--- src/rtl/gelato_pc_table.sv ---
// gelato_pc_table: per-warp PC / thread-mask table with a round-robin fetch
// scheduler. Each warp cycles IDLE -> READY -> WAIT -> READY/IDLE. One READY
// warp per cycle is moved into a registered output slot that is offered to
// the instruction fetch unit over a valid/ready handshake.
module gelato_pc_table #(
  parameter int WARP_NUM   = 8,
  parameter int THREAD_NUM = 32,
  parameter int ADDR_WIDTH = 32,
  localparam int WARP_IDX_W = $clog2(WARP_NUM)
) (
  input  logic                  clk,
  input  logic                  rst_n,
  // warp launch
  input  logic                  launch_valid,
  input  logic [WARP_IDX_W-1:0] launch_warp,
  input  logic [ADDR_WIDTH-1:0] launch_pc,
  input  logic [THREAD_NUM-1:0] launch_mask,
  // post-execution PC / mask update
  input  logic                  update_valid,
  input  logic [WARP_IDX_W-1:0] update_warp,
  input  logic [ADDR_WIDTH-1:0] update_pc,
  input  logic [THREAD_NUM-1:0] update_mask,
  input  logic                  update_exit,
  // fetch request
  output logic                  ifetch_valid,
  input  logic                  ifetch_ready,
  output logic [ADDR_WIDTH-1:0] ifetch_pc,
  output logic [WARP_IDX_W-1:0] ifetch_warp_num,
  output logic [THREAD_NUM-1:0] ifetch_thread_mask,
  // status
  output logic [WARP_NUM-1:0]   warp_active,
  output logic                  all_idle
);

  typedef enum logic [1:0] {
    WARP_IDLE  = 2'd0,
    WARP_READY = 2'd1,
    WARP_WAIT  = 2'd2
  } warp_state_e;

  // Output slot and round-robin pointer
  logic                  ifetch_valid_q;
  logic [ADDR_WIDTH-1:0] ifetch_pc_q;
  logic [WARP_IDX_W-1:0] ifetch_warp_q;
  logic [THREAD_NUM-1:0] ifetch_mask_q;
  logic [WARP_IDX_W-1:0] rr_ptr_q;

  // Flattened views of the per-warp registers for the scheduler mux
  logic [WARP_NUM-1:0]   ready_vec;
  logic [ADDR_WIDTH-1:0] warp_pc   [WARP_NUM];
  logic [THREAD_NUM-1:0] warp_mask [WARP_NUM];

  // Scheduler decisions
  logic                  slot_load;
  logic                  pick_found;
  logic [WARP_IDX_W-1:0] pick_idx;
  logic                  pick_fire;

  // The slot may take a new request when empty or when its content leaves now
  assign slot_load = !ifetch_valid_q || ifetch_ready;
  assign pick_fire = slot_load && pick_found;

  // Round-robin pick: first READY warp scanning cyclically from rr_ptr+1.
  // The last candidate (i == WARP_NUM) wraps back onto rr_ptr itself.
  always_comb begin
    pick_found = 1'b0;
    pick_idx   = rr_ptr_q;
    for (int i = 1; i <= WARP_NUM; i++) begin
      if (!pick_found && ready_vec[rr_ptr_q + WARP_IDX_W'(i)]) begin
        pick_found = 1'b1;
        pick_idx   = rr_ptr_q + WARP_IDX_W'(i);
      end
    end
  end

  generate
    for (genvar gi = 0; gi < WARP_NUM; gi++) begin : g_warp
      warp_state_e           state_q, state_d;
      logic [ADDR_WIDTH-1:0] pc_q, pc_d;
      logic [THREAD_NUM-1:0] mask_q, mask_d;
      logic                  launch_hit;
      logic                  update_hit;
      logic                  picked;

      assign launch_hit = launch_valid && (launch_warp == WARP_IDX_W'(gi));
      assign update_hit = update_valid && (update_warp == WARP_IDX_W'(gi));
      assign picked     = pick_fire && (pick_idx == WARP_IDX_W'(gi));

      // Next-state for one warp. Launch only acts on IDLE, pick only on
      // READY and update only on WAIT, so the three never collide.
      always_comb begin
        state_d = state_q;
        pc_d    = pc_q;
        mask_d  = mask_q;
        case (state_q)
          WARP_IDLE: begin
            if (launch_hit) begin
              pc_d   = launch_pc;
              mask_d = launch_mask;
              if (launch_mask != '0) begin
                state_d = WARP_READY;
              end
            end
          end
          WARP_READY: begin
            if (picked) begin
              state_d = WARP_WAIT;
            end
          end
          WARP_WAIT: begin
            if (update_hit) begin
              if (update_exit || (update_mask == '0)) begin
                state_d = WARP_IDLE;
              end else begin
                pc_d    = update_pc;
                mask_d  = update_mask;
                state_d = WARP_READY;
              end
            end
          end
          default: state_d = WARP_IDLE;
        endcase
      end

      // Per-warp state, PC and mask registers
      always_ff @(posedge clk) begin
        if (!rst_n) begin
          state_q <= WARP_IDLE;
          pc_q    <= '0;
          mask_q  <= '0;
        end else begin
          state_q <= state_d;
          pc_q    <= pc_d;
          mask_q  <= mask_d;
        end
      end

      assign ready_vec[gi]   = (state_q == WARP_READY);
      assign warp_active[gi] = (state_q != WARP_IDLE);
      assign warp_pc[gi]     = pc_q;
      assign warp_mask[gi]   = mask_q;
    end
  endgenerate

  // Output slot: refill from the picked warp, or drain when nothing is READY.
  // While the slot is held (valid && !ready) both it and rr_ptr stay put.
  always_ff @(posedge clk) begin
    if (!rst_n) begin
      ifetch_valid_q <= 1'b0;
      ifetch_pc_q    <= '0;
      ifetch_warp_q  <= '0;
      ifetch_mask_q  <= '0;
      rr_ptr_q       <= WARP_IDX_W'(WARP_NUM - 1);
    end else if (slot_load) begin
      ifetch_valid_q <= pick_found;
      if (pick_found) begin
        ifetch_pc_q   <= warp_pc[pick_idx];
        ifetch_warp_q <= pick_idx;
        ifetch_mask_q <= warp_mask[pick_idx];
        rr_ptr_q      <= pick_idx;
      end
    end
  end

  assign ifetch_valid       = ifetch_valid_q;
  assign ifetch_pc          = ifetch_pc_q;
  assign ifetch_warp_num    = ifetch_warp_q;
  assign ifetch_thread_mask = ifetch_mask_q;
  assign all_idle           = ~|warp_active;

endmodule
--- config.mk ---
export PLATFORM = sky130hd
export DESIGN_NAME = gelato_pc_table
export DESIGN_NICKNAME = d
export VERILOG_FILES = /design/src/rtl/gelato_pc_table.sv
export SDC_FILE = /design/constraint.sdc
export NUM_CORES = 1
export LEC_CHECK = 0
export CORE_ASPECT_RATIO = 1.2
export CORE_MARGIN = 3
export CORE_UTILIZATION = 59
export DETAILED_ROUTE_END_ITERATION = 10
export GPL_TIMING_DRIVEN = 0
export PLACE_DENSITY = 0.91
export SYNTH_ARGS = -nofsm -noshare
export SYNTH_HDL_FRONTEND = slang
export SYNTH_SLANG_ARGS = --single-unit
export TNS_END_PERCENT = 1
--- constraint.sdc ---
create_clock -name clk -period 5.1 [get_ports clk]
set_clock_uncertainty 0.2 [all_clocks]
set_input_delay 0.765 -clock clk [delete_from_list [all_inputs] [get_ports clk]]
set_output_delay 0.765 -clock clk [all_outputs]
set_load 0.02 [all_outputs]
# Word level (Yosys, flattened, before mapping)
# Cells that the tools add are included.
# op_classes
magnitude_cmp,9
n_addsub,7
reduce_logical,90
eq_ne,77
bitwise_logic,1
mux,122
# op_table
cell,count
$mux W32,38
$pmux W32 S2,16
$bmux W32 S3,2
$ne A2 B2 Y1 const B,32
$reduce_and A4 Y1,16
$mux W2,25
$pmux W2 S3,8
$eq A3 B3 Y1 const B,12
$logic_and A1 B1 Y1,32
$logic_not A32 Y1,1
$lt A3 B4 Y1 const B,8
$reduce_bool A2 Y1,16
$reduce_bool A32 Y1,1
$bmux W1 S3,8
$mux W3,8
$eq A3 B2 Y1 const B,6
$mux W1,17
$eq A2 B1 Y1 const B,8
$eq A2 B2 Y1 const B,8
$logic_not A2 Y1,8
$ne A2 B1 Y1 const B,8
$add A3 B3 Y3 const B,4
$eq A3 B1 Y1 const B,3
$logic_not A1 Y1,9
8 further kinds,12
# word_totals
word_cells,335
ff_bits,599
output_inout_bits,77
in_bits,140

# Longest topological paths before layout
# depth
ltp_word,29
depth_mapped,16
ltp_nobuf,11

# Worst setup path before layout
# OpenSTA, ideal clock, no wires.
# synth_timing
path_type,flip-flop to flip-flop
from,register rr_ptr_q[0]
to,register ifetch_pc_q[17] (netlist: ifetch_pc[17])
path_stages_with_launch,15
path_slack_ps,1222
required_ps,4783
setup_ps,117
n_path_buf,3
arrival_ps,3560
period_less_slack_ps,3878
cell_sequence,dfxtp_1 buf_6 inv_4 buf_6 ha_1 xnor2_1 mux4_2 mux2_2 a21oi_1 mux2_2 nand2_2 buf_1 mux2i_1 a32oi_1 a32o_1
# synth_between
elab_chain_cells,29
word_cells_on_any_way,58
cone_classes,add/sub: 7; mux: 35; bitwise: 1; reduce/logical: 15
# synth_lines
element,line,rtl
"start, declared",46,logic [WARP_IDX_W-1:0] rr_ptr_q;
"start signal, assigned",153,rr_ptr_q <= WARP_IDX_W'(WARP_NUM - 1);
"start signal, assigned",160,rr_ptr_q <= pick_idx;
$add A3 B1 Y3,"69, 71",
$bmux W1 S3,69,if (!pick_found && ready_vec[rr_ptr_q + WARP_IDX_W'(i)]) begin
$mux W1 (not written as such),69,
$mux W1,69,
$logic_not A1 Y1,69,
$logic_and A1 B1 Y1,69,
$mux W1,69,
$logic_not A1 Y1,69,
[... 12 more ...],n/a,
$logic_and A1 B1 Y1,69,
$mux W1,69,
$logic_not A1 Y1,69,
$logic_and A1 B1 Y1,69,
$mux W3,69,
$not A3 Y4 (not written as such),157,ifetch_pc_q <= warp_pc[pick_idx];
$bmux W32 S3,157,
$mux W32 (not written as such) (2 in series),157,
"end signal, assigned",157,
"end, declared",43,logic [ADDR_WIDTH-1:0] ifetch_pc_q;
# Parallel ways exist; a longest one is shown, timed or not. The select of a mux whose other input is x is not followed.
# A chain may end at the register's enable or synchronous reset.

# Worst setup path after layout
# layout_timing
from,register rr_ptr_q[1]
to,register ifetch_mask_q[16] (netlist: ifetch_thread_mask[16])
# layout_between
elab_chain_cells,29
word_cells_on_any_way,58
cone_classes,add/sub: 7; mux: 35; bitwise: 1; reduce/logical: 15
# layout_lines
element,line,rtl
$add A3 B1 Y3,"69, 71",
$bmux W1 S3,69,
$mux W1 (not written as such),69,
$mux W1,69,
$logic_not A1 Y1,69,
$logic_and A1 B1 Y1,69,
$mux W1,69,
$logic_not A1 Y1,69,
[... 12 more ...],n/a,
$logic_and A1 B1 Y1,69,
$mux W1,69,
$logic_not A1 Y1,69,
$logic_and A1 B1 Y1,69,
$mux W3,69,
$not A3 Y4 (not written as such),159,ifetch_mask_q <= warp_mask[pick_idx];
$bmux W32 S3,159,
$mux W32 (not written as such) (2 in series),159,
"end signal, assigned",159,
"end, declared",45,logic [THREAD_NUM-1:0] ifetch_mask_q;
# Parallel ways exist; a longest one is shown, timed or not. The select of a mux whose other input is x is not followed.

==> metrics.cfg <==
[run_status]
status = finished with violations
violations = max-capacitance violations, max-slew violations, negative setup slack

[worst_setup_path]
crit_required_ns = 5.45
regToRegSetupSlack_ns = -0.04
endpoint_kind = flop
cp-start-kind = flop
cp_slowest_stage_delay_ns = 0.58
critPathBufInv = 4
worst_ep_arrival_time_ns = 5.48
critical-path-top-delay-family = multiplexers
rr_endpoint = ifetch_thread_mask[16]$_SDFFE_PN0P_
crit_top_cell = mux2i_1
worstPathCellList = buf_2, inv_1, ha_1, xnor2_1, mux4_2, mux2_2, a21oi_1, mux2i_1, nor2_1, buf_4, clkbuf_4, mux2i_1, a32oi_1, a32o_1
r2r-start = rr_ptr_q[1]$_SDFFE_PN1P_
r2r_cells = 14
worst-setup-path-type = reg -> reg
path_max_fanout = 12
critical-path-slowest-cell = mux4_2

[cells_and_area]
utilization_pct = 67.7
fill_cells = 4018
regArea_um2 = 12000
drive_above_1_share_pct = 5.72
multi_input_area_um2 = 17500
syn2layout_area_growth_pct = 12.4
fin_nets = 3734
layout.cells.non_filler = 4343

[power]
switchingPower_mw = 13.9
clock_power_share_pct = 16.9
p_comb_share_pct = 61.1
power_density_nw_per_um2 = 782
vdd_ir_drop_max_mv = 0.504
internal_power_mw = 13.6
power.leakage_nw = 13.0
power.share.switching_pct = 50.5
seq_power_share_pct = 22.0

[die]
dieArea_um2 = 55900
start_util_pct = 60.3
coreArea_um2 = 51900
fp-row-count = 91
io_pins = 217
die_h_um = 258
die_w_um = 216

[clocking]
clockBufferDepth = 3
clock_sinks = 599
cts_hold_buf = 0
path_clk_slew_ns = 0.07
cts_setup_buffers = 0
clockRootBuffer = clkbuf_16
cts_tree = built
numCtsBuffers = 58
htree_levels = 2
clock_latency_ns = 0.65

[synthesis]
yosys-top-cells-area = dfxtp_1 38%, mux2i_1 21%, a211oi_1 7.8%
ys_types = 68
synthTopCellsByCount = 654 x mux2i_1, 599 x dfxtp_1, 454 x nand2_1, 348 x nor2_1, 325 x a211oi_1
synth_flop_cell = dfxtp_1
yosys_warnings = 0
syn_nets = 3583
yosysMostFrequentCell = mux2i_1
yosysSeqAreaShare_pct = 38.3
async_flop_share_pct = 0
syn_inst = 3441
synth_top_area_cell = dfxtp_1
synth_edf_count = 0
netlist_area_um2 = 31300
synth_seq_cells = 599
yosysTopAreaCellShare_pct = 38.3
avgSynthCellArea_um2 = 9.09

[timing]
tightestPinTransition_ns = 1.67
period_minus_slack_ns = 5.14
hold_violations = 0
timing.fmax_mhz = 195
rsz0062_at_grt = yes
maxSlewHeadroom_pct = -11.2
hold-worst-slack_ns = 0.279
final.setup.tns_ns = -0.0532
drv_slew = 35
finalCritPeriodShare_pct = 101
setup_viol = 2
setup_slack_ns = -0.0380

[global_route]
met3_usage_pct = 11.1
grt_pass1_wl_mm = 170
grt_max_degree = 15
grt_use_total_pct = 38.7
grtUsageMet2_pct = 60.3
busiest_layer = met2
use_met1_pct = 45.5
grt_pass1_vias = 29600
antenna_found_initial = 11
globalRouteOverflowTotal = 0

[placed_design]
gp_congestion = 0.989
hpwl_mm = 78.7
io_buffers = 88
place_inst = 4228

[route]
antenna_left = 0
drt-initial-drc-count = 4786
vias = 30600
routedWlPerCell_um = 26.3
route.detailed.drc = 0
first_pass_iters = 7
via_per_inst = 7.04
routed_wl_mm = 114

[hold_path]
whs_endpoint = ifetch_thread_mask[14]$_SDFFE_PN0P_
whs_path_depth = 1
min_from = ifetch_thread_mask[14]$_SDFFE_PN0P_
min_path_type = reg -> reg

[job]
cap_violations = 3

-- metal layers --
metal | share of wire [%] | routed length [µm]
met2 | 44 | 50700
met4 | 8.2 | 9360
met5 | 0.030 | 34
met1 | 35 | 39900
met3 | 13 | 14400
-- sequential cells by signal (all words and copies together), names as in the netlist --
register / count
g_warp.pc_q: 256
ifetch_warp_num: 3
ifetch_valid: 1
ifetch_pc: 32
rr_ptr_q: 3
g_warp.state_q: 16
g_warp.mask_q: 256
ifetch_thread_mask: 32
-- metrics by stage --
step                worst slack [ns]  power [mW]  instance area [µm²]
floorplan                       1.22        16.3                31300
global placement              -0.176        21.3                33000
detailed placement            0.0296        21.7                33100
CTS                           0.0658        26.4                35100
global route                  -0.155        28.0                35200
finish                       -0.0380        27.5                35200
-- worst max path at each step --
stage,start,endpoint,slack (ns),cells past startpoint
after floorplan,rr_ptr_q[0]$_SDFFE_PN1P_,ifetch_pc[17]$_SDFFE_PN0P_,1.22,14
after global placement,rr_ptr_q[1]$_SDFFE_PN1P_,ifetch_thread_mask[10]$_SDFFE_PN0P_,-0.18,12
after detailed placement,rr_ptr_q[1]$_SDFFE_PN1P_,ifetch_pc[21]$_SDFFE_PN0P_,0.03,14
after CTS,rr_ptr_q[1]$_SDFFE_PN1P_,ifetch_thread_mask[31]$_SDFFE_PN0P_,0.07,14
after global routing,rr_ptr_q[1]$_SDFFE_PN1P_,ifetch_thread_mask[16]$_SDFFE_PN0P_,-0.16,14
final,rr_ptr_q[1]$_SDFFE_PN1P_,ifetch_thread_mask[16]$_SDFFE_PN0P_,-0.04,14
-- power by group through the flow --
stage               Sequential, mW  Clock (mW)  Combinational, mW
global placement              6.07           0               15.2
CTS                           6.02        4.58               15.8
finish                        6.05        4.65               16.8
floorplan                     6.09           0               10.2
detailed placement            6.11           0               15.6
global route                  6.11        4.77               17.1
-- cell type report --
type | instances | share of cell area (%)
repair buffers | 91 | 2.63
well taps | 697 | 2.48
plain buffers | 446 | 5.17
flip-flops and latches | 599 | 34.1
clock inverters | 22 | 0.936
diodes | 11 | 0.0783
inverters | 5 | 0.0605
multi-input cells | 2391 | 49.8
clock buffers | 81 | 4.74
-- kinds of logic after synthesis --
| group | synth area share, % |
|---|---|
| XOR/XNOR | 0.112 |
| multiplexers | 22.2 |
| flip-flops | 38.3 |
| AO/OA/AOI/OAI | 21.6 |
| adder cells (fa/ha/maj) | 0.0799 |
| AND/OR/NAND/NOR | 11.9 |
| buffers and inverters | 5.79 |
-- what timing repair did --
| item | CTS | global route |
|---|---|---|
| pin swaps | 0 | 1 |
| setup endpoints to repair | 2 | 63 |
| endpoints found under the hold margin | 0 | 0 |
| gates resized for setup | 1 | 23 |
-- cells in the final DEF, fill, tap and decap left out, drive strengths merged, types with 13 or more instances in the layout --
cell           instances
o21ai                 28
nor4                  19
dfxtp                599
mux4                  14
clkbuf               346
o211a                190
nor2                 348
mux2i                654
clkdlybuf4s50         88
buf                  184
a21oi                 20
a32o                  63
clkinv                13
a32oi                128
a211oi               326
nand2b                19
nand2                455
nor2b                 18
Note: power is estimated with default switching activity, not from simulation.
